<file path="src/rtl/uart_csr.sv">
// uart_csr: APB control/status block for a UART core.
// Holds the configuration word, sticky error flags with saturating counters,
// the interrupt mask, and a serial restoring divider that turns
// clock-kHz * 1000 / baud into a clocks-per-bit divisor.
//
// Divider FSM
//   state | meaning
//   IDLE  | no division in flight, divisor_o holds the last result
//   RUN   | one quotient bit per cycle, 24 cycles, div_busy = 1
module uart_csr #(
    parameter int ADDR_W = 12,
    parameter int CNT_W  = 8,
    parameter int KHZ_W  = 14,
    parameter int BAUD_W = 17
) (
    input  logic              clk_i,
    input  logic              rst_i,
    input  logic              psel_i,
    input  logic              penable_i,
    input  logic              pwrite_i,
    input  logic [ADDR_W-1:0] paddr_i,
    input  logic [31:0]       pwdata_i,
    output logic              pready_o,
    output logic              pslverr_o,
    output logic [31:0]       prdata_o,
    input  logic              stop_err_i,
    input  logic              parity_err_i,
    input  logic              overrun_err_i,
    output logic              enable_o,
    output logic              irq_o,
    output logic [23:0]       divisor_o,
    output logic              divisor_valid_o
);

    typedef enum logic {IDLE, RUN} state_t;

    logic              access, mapped, wr_ok;
    logic              sel_status, sel_cfg, sel_irq_en, sel_div;
    logic [31:0]       cfg;
    logic [2:0]        irq_en;
    logic [2:0]        sticky, pulse, clr;
    logic [CNT_W-1:0]  cnt_stop, cnt_par;
    logic [31:0]       status_word;

    state_t            state;
    logic [4:0]        div_cnt;
    logic [23:0]       quo, quo_nx, n_load, khz_ext;
    logic [BAUD_W-1:0] dvs, rem, rem_nx, diff, baud_w;
    logic [KHZ_W-1:0]  khz_w;
    logic [BAUD_W:0]   rem_sh;
    logic              ge;

    // APB decode: full-width compare so aliases of the four registers error out
    assign access     = psel_i & penable_i;
    assign sel_status = (paddr_i == ADDR_W'(8'h00));
    assign sel_cfg    = (paddr_i == ADDR_W'(8'h04));
    assign sel_irq_en = (paddr_i == ADDR_W'(8'h08));
    assign sel_div    = (paddr_i == ADDR_W'(8'h0C));
    assign mapped     = sel_status | sel_cfg | sel_irq_en | sel_div;
    assign pready_o   = access;
    assign pslverr_o  = access & (~mapped | (pwrite_i & sel_div));
    assign wr_ok      = access & pwrite_i & ~pslverr_o;

    assign enable_o    = cfg[0];
    assign status_word = {8'h00, 8'(cnt_par), 8'(cnt_stop), 4'h0,
                          (state == RUN), sticky};

    // Read mux, driven only during a clean read access phase
    always_comb begin
        prdata_o = 32'h0;
        if (access && !pwrite_i) begin
            if (sel_status)      prdata_o = status_word;
            else if (sel_cfg)    prdata_o = cfg;
            else if (sel_irq_en) prdata_o = {29'h0, irq_en};
            else if (sel_div)    prdata_o = {divisor_valid_o, 7'h00, divisor_o};
        end
    end

    // Configuration and interrupt-mask registers
    always_ff @(posedge clk_i or posedge rst_i) begin
        if (rst_i) begin
            cfg    <= 32'h0;
            irq_en <= 3'b000;
        end else begin
            if (wr_ok && sel_cfg)    cfg    <= pwdata_i;
            if (wr_ok && sel_irq_en) irq_en <= pwdata_i[2:0];
        end
    end

    // Sticky flags and counters; a pulse coincident with its clear wins
    assign pulse = {overrun_err_i, parity_err_i, stop_err_i};
    assign clr   = (wr_ok && sel_status) ? pwdata_i[2:0] : 3'b000;

    always_ff @(posedge clk_i or posedge rst_i) begin
        if (rst_i) begin
            sticky   <= 3'b000;
            cnt_stop <= '0;
            cnt_par  <= '0;
            irq_o    <= 1'b0;
        end else begin
            sticky <= (sticky & ~clr) | pulse;
            if (clr[0])                            cnt_stop <= CNT_W'(pulse[0]);
            else if (pulse[0] && cnt_stop != '1)   cnt_stop <= cnt_stop + 1'b1;
            if (clr[1])                            cnt_par  <= CNT_W'(pulse[1]);
            else if (pulse[1] && cnt_par != '1)    cnt_par  <= cnt_par + 1'b1;
            irq_o <= |(sticky & irq_en);
        end
    end

    // Operands come straight from the write data since cfg updates on the same edge
    assign baud_w  = pwdata_i[1 +: BAUD_W];
    assign khz_w   = pwdata_i[1 + BAUD_W +: KHZ_W];
    assign khz_ext = 24'(khz_w);
    assign n_load  = khz_ext * 24'd1000;

    // Remainder stays below the divisor, so BAUD_W bits hold it between steps
    assign rem_sh = {rem, quo[23]};
    assign ge     = (rem_sh >= {1'b0, dvs});
    assign diff   = rem_sh[BAUD_W-1:0] - dvs;
    assign rem_nx = ge ? diff : rem_sh[BAUD_W-1:0];
    assign quo_nx = {quo[22:0], ge};

    // Divider FSM; a CFG write always (re)starts from the new operands
    always_ff @(posedge clk_i or posedge rst_i) begin
        if (rst_i) begin
            state           <= IDLE;
            div_cnt         <= 5'd0;
            quo             <= 24'h0;
            rem             <= '0;
            dvs             <= '0;
            divisor_o       <= 24'h0;
            divisor_valid_o <= 1'b0;
        end else if (wr_ok && sel_cfg) begin
            if (baud_w == '0) begin
                state           <= IDLE;
                divisor_o       <= 24'hFFFFFF;
                divisor_valid_o <= 1'b1;
            end else begin
                state           <= RUN;
                div_cnt         <= 5'd23;
                quo             <= n_load;
                rem             <= '0;
                dvs             <= baud_w;
                divisor_valid_o <= 1'b0;
            end
        end else if (state == RUN) begin
            quo <= quo_nx;
            rem <= rem_nx;
            if (div_cnt == 5'd0) begin
                state           <= IDLE;
                divisor_o       <= quo_nx;
                divisor_valid_o <= 1'b1;
            end else begin
                div_cnt <= div_cnt - 5'd1;
            end
        end
    end

endmodule

</file>
<file path="config.mk">
export PLATFORM = sky130hd
export DESIGN_NAME = uart_csr
export DESIGN_NICKNAME = d
export VERILOG_FILES = /design/src/rtl/uart_csr.sv
export SDC_FILE = /design/constraint.sdc
export NUM_CORES = 1
export LEC_CHECK = 0
export ABC_AREA = 1
export CAP_MARGIN = 20
export CORE_MARGIN = 4
export CORE_UTILIZATION = 50
export DETAILED_ROUTE_END_ITERATION = 7
export PLACE_DENSITY_LB_ADDON = 0.12
export SKIP_CTS_REPAIR_TIMING = 1
export SYNTH_ARGS = -nofsm -noshare
export SYNTH_HDL_FRONTEND = slang
export SYNTH_SLANG_ARGS = --single-unit
</file>
<file path="constraint.sdc">
create_clock -name clk_i -period 6.25 [get_ports clk_i]
set_clock_uncertainty 0.2 [all_clocks]
set_input_delay 1.25 -clock clk_i [delete_from_list [all_inputs] [get_ports clk_i]]
set_output_delay 1.25 -clock clk_i [all_outputs]
set_load 0.1 [all_outputs]
</file>
==> metrics.yaml <==
outcome: "completed"
synth.avg_cell_area_um2: 7.59
multi_input_area_um2: 5980
crit_top_cell: "fa_1"
vias: 9573
io_buffers: 112
grt_setup_unrepaired: "false"
synth.distinct_cells: 43
setup_viol: 0
drtPass1Iterations: 6
place.gp.congestion: 0.950
regArea_um2: 3600
worstReg2RegEnd: "rem[0]$_DFFE_PP0P_"
cp.required_ns: 6.37
start_util: 0.512
hold_class: "reg -> reg"
drc: 0
place_hpwl_um: 23300
ios: 113
die_h_um: 155
grt_pass1_wl_um: 49200
cap_violations: 0
syn-cell-area_um2: 10800
syn_inst: 1427
critPathKind: "in -> reg"
antenna_found_initial: 0
clk_pin_slew_ns: 0.06
vias_per_cell: 5.29
place_ws_ns: 0.537
r2r_slack_ns: 3.27
slowest_stage: "fa_1"
grt_pass1_vias: 9498
p_leak_nw: 6.91
post-route-util: 0.617
hold_viol: 0
arrival_ns: 5.42
grt.overflow.total: 0
ff2ff_path_depth: 10
wl_per_cell_um: 16.7
tns_ns: 0
fill_cells: 1919
clk_latency_ns: 0.43
syn-num-nets: 1596
numCtsBuffers: 17
max_slew.worst_pin.slew_ns: 1.01
grt_use_total: 0.255
drt_iter0_markers: 692
nNetsFinal: 1692
grt_max_degree: 58
timing.fmax_ghz: 0.189
reg2reg_from: "rem[5]$_DFFE_PP0P_"
start_kind: "input pin"
peakVddDrop_uv: 179
power_density_nw_per_um2: 259
htree_num_levels: 4
syn_to_final_growth_pct: 20.5
async_flop_share: 1.00
drive_gt1_frac: 0.0678
period_minus_slack_ns: 5.30
root_buffer: "clkbuf_16"
fin_crit_sh: 0.848
critPathLaunch: "pwdata_i[23]"
slew_violations: 0
yosys_most_used_dff: "dfrtp_1"
antenna_left: 0
rows: 53
routed_wl_um: 30300
fin_ws_ns: 0.952
crit_path_end_kind: "flop"
antenna_cells: 0
clkSinkCount: 144
die_w_um: 155
core_area_um2: 21200
cts.path.max_buffers: 2
synth-seq-cells: 144
dieArea_um2: 24100
yosys_warnings: 0
synth_seq_area_share: 0.333
cp_max_fo: 5
maxSlewHeadroom: 0.323
endpoint: "quo[23]$_DFFE_PP0P_"
synth_edf_count: 0
cts_tree: "built"
crit_chain: "clkdlybuf4s50_1, inv_1, fa_1, fa_1, fa_1, fa_1, inv_1, ha_1, a21oi_1, o21ai_0, o21ai_0, nand3_1, nand2_1, nand3_1, nand2_1, nand2_1"
max_stage_delay_ns: 0.60
==> layer usage <==
| metal | wire length, um | global-route usage |
|---|---|---|
| met1 | 13700 | 0.345 |
| met2 | 14000 | 0.420 |
| met3 | 1900 | 0.0503 |
| met4 | 703 | 0.0734 |
| met5 | 0 | 0 |
==> through the flow <==
stage,std cells,power [mW],hold slack [ns],area (um2)
floorplan,1427,1.98,0.249,10800
global placement,1778,2.29,0.264,12400
detailed placement,1778,2.29,0.265,12400
CTS,1808,3.41,0.282,13000
global route,1809,3.63,0.297,13100
finish,1809,3.38,0.276,13100
==> sequential cells by signal, summed over array words and instances (netlist names) <==
register and cells:
cfg 32, divisor_o 24, quo 24, dvs 17
rem 17, cnt_par 8, cnt_stop 8, div_cnt 5
irq_en 3, sticky 3, divisor_valid_o 1, irq_o 1
state 1
==> cells in the mapped netlist (2+ instances only) <==
cell type	count	area, um2
nand2_2	4	25.0
and2_1	5	31.3
nand3b_1	2	15.0
o21bai_1	3	22.5
nand3_2	2	20.0
o21ai_0	67	335
nand3_1	95	475
inv_1	260	976
ha_1	70	876
nor2_1	69	259
a21o_1	4	30.0
dfrtp_1	144	3600
xnor2_1	2	17.5
nor3_1	8	40.0
o211ai_1	30	225
o22ai_1	4	25.0
nand4_1	22	138
buf_6	5	56.3
a22oi_1	20	150
nor2_4	8	90.1
fa_1	47	941
nand2_1	394	1480
a41oi_1	2	17.5
o221ai_1	7	61.3
buf_4	6	45.0
inv_2	9	33.8
o21ai_1	20	100
buf_2	18	90.1
nand2_4	4	45.0
clkbuf_1	13	48.8
xor2_1	20	175
a21oi_1	52	260
==> placed cells by master (no fill, tap or decap), types with 30 or more instances in the layout <==
master / synthesis / final
nand2_1: 394 / 394
inv_1: 260 / 259
dfrtp_1: 144 / 144
nand3_1: 95 / 95
clkdlybuf4s50_1: 0 / 80
ha_1: 70 / 70
nor2_1: 69 / 69
o21ai_0: 67 / 67
a21oi_1: 52 / 52
fa_1: 47 / 47
buf_12: 0 / 31
o211ai_1: 30 / 30
==> kinds of logic after synthesis <==
logic type	share of synthesized area
buffers and inverters	0.115
xor gates and xnor gates	0.0178
AOI/OAI and AO/OA	0.117
DFF	0.333
and+or+nand+nor	0.250
adders and majority gates	0.168
==> worst min path at each step <==
stage / from / to / slack [ns] / cells after the start
4_1_cts: quo[22]$_DFFE_PP0P_ / quo[22]$_DFFE_PP0P_ / 0.28 / 2
3_3_place_gp: quo[16]$_DFFE_PP0P_ / quo[16]$_DFFE_PP0P_ / 0.26 / 2
5_1_grt: quo[18]$_DFFE_PP0P_ / quo[18]$_DFFE_PP0P_ / 0.30 / 2
3_5_place_dp: quo[22]$_DFFE_PP0P_ / quo[22]$_DFFE_PP0P_ / 0.26 / 2
2_1_floorplan: quo[21]$_DFFE_PP0P_ / quo[21]$_DFFE_PP0P_ / 0.25 / 2
6_report: quo[22]$_DFFE_PP0P_ / quo[22]$_DFFE_PP0P_ / 0.28 / 2
==> worst max-delay path, delay by kind of cell <==
kind | cells | cell delay (ns)
compound gates | 3 | 0.67
simple gates | 5 | 0.37
buf+inv | 3 | 0.72
fa+ha+maj | 5 | 2.40
==> where the power goes <==
group	switching [mW]	total, mW	internal, mW	leakage (nW)
clock network	0.428	1.11	0.679	0.299
logic	0.777	1.25	0.473	4.99
registers	0.0498	1.02	0.973	1.62
total	1.25	3.38	2.12	6.91
==> final cells by class <==
type / instances / area share
Multi-Input combinational cell: 972 / 0.458
Clock inverter: 12 / 0.0141
Inverter: 269 / 0.0778
Clock buffer: 18 / 0.0337
Tap cell: 275 / 0.0264
Sequential cell: 144 / 0.276
Timing Repair Buffer: 119 / 0.114
Note: power is estimated with default switching activity, not from simulation.
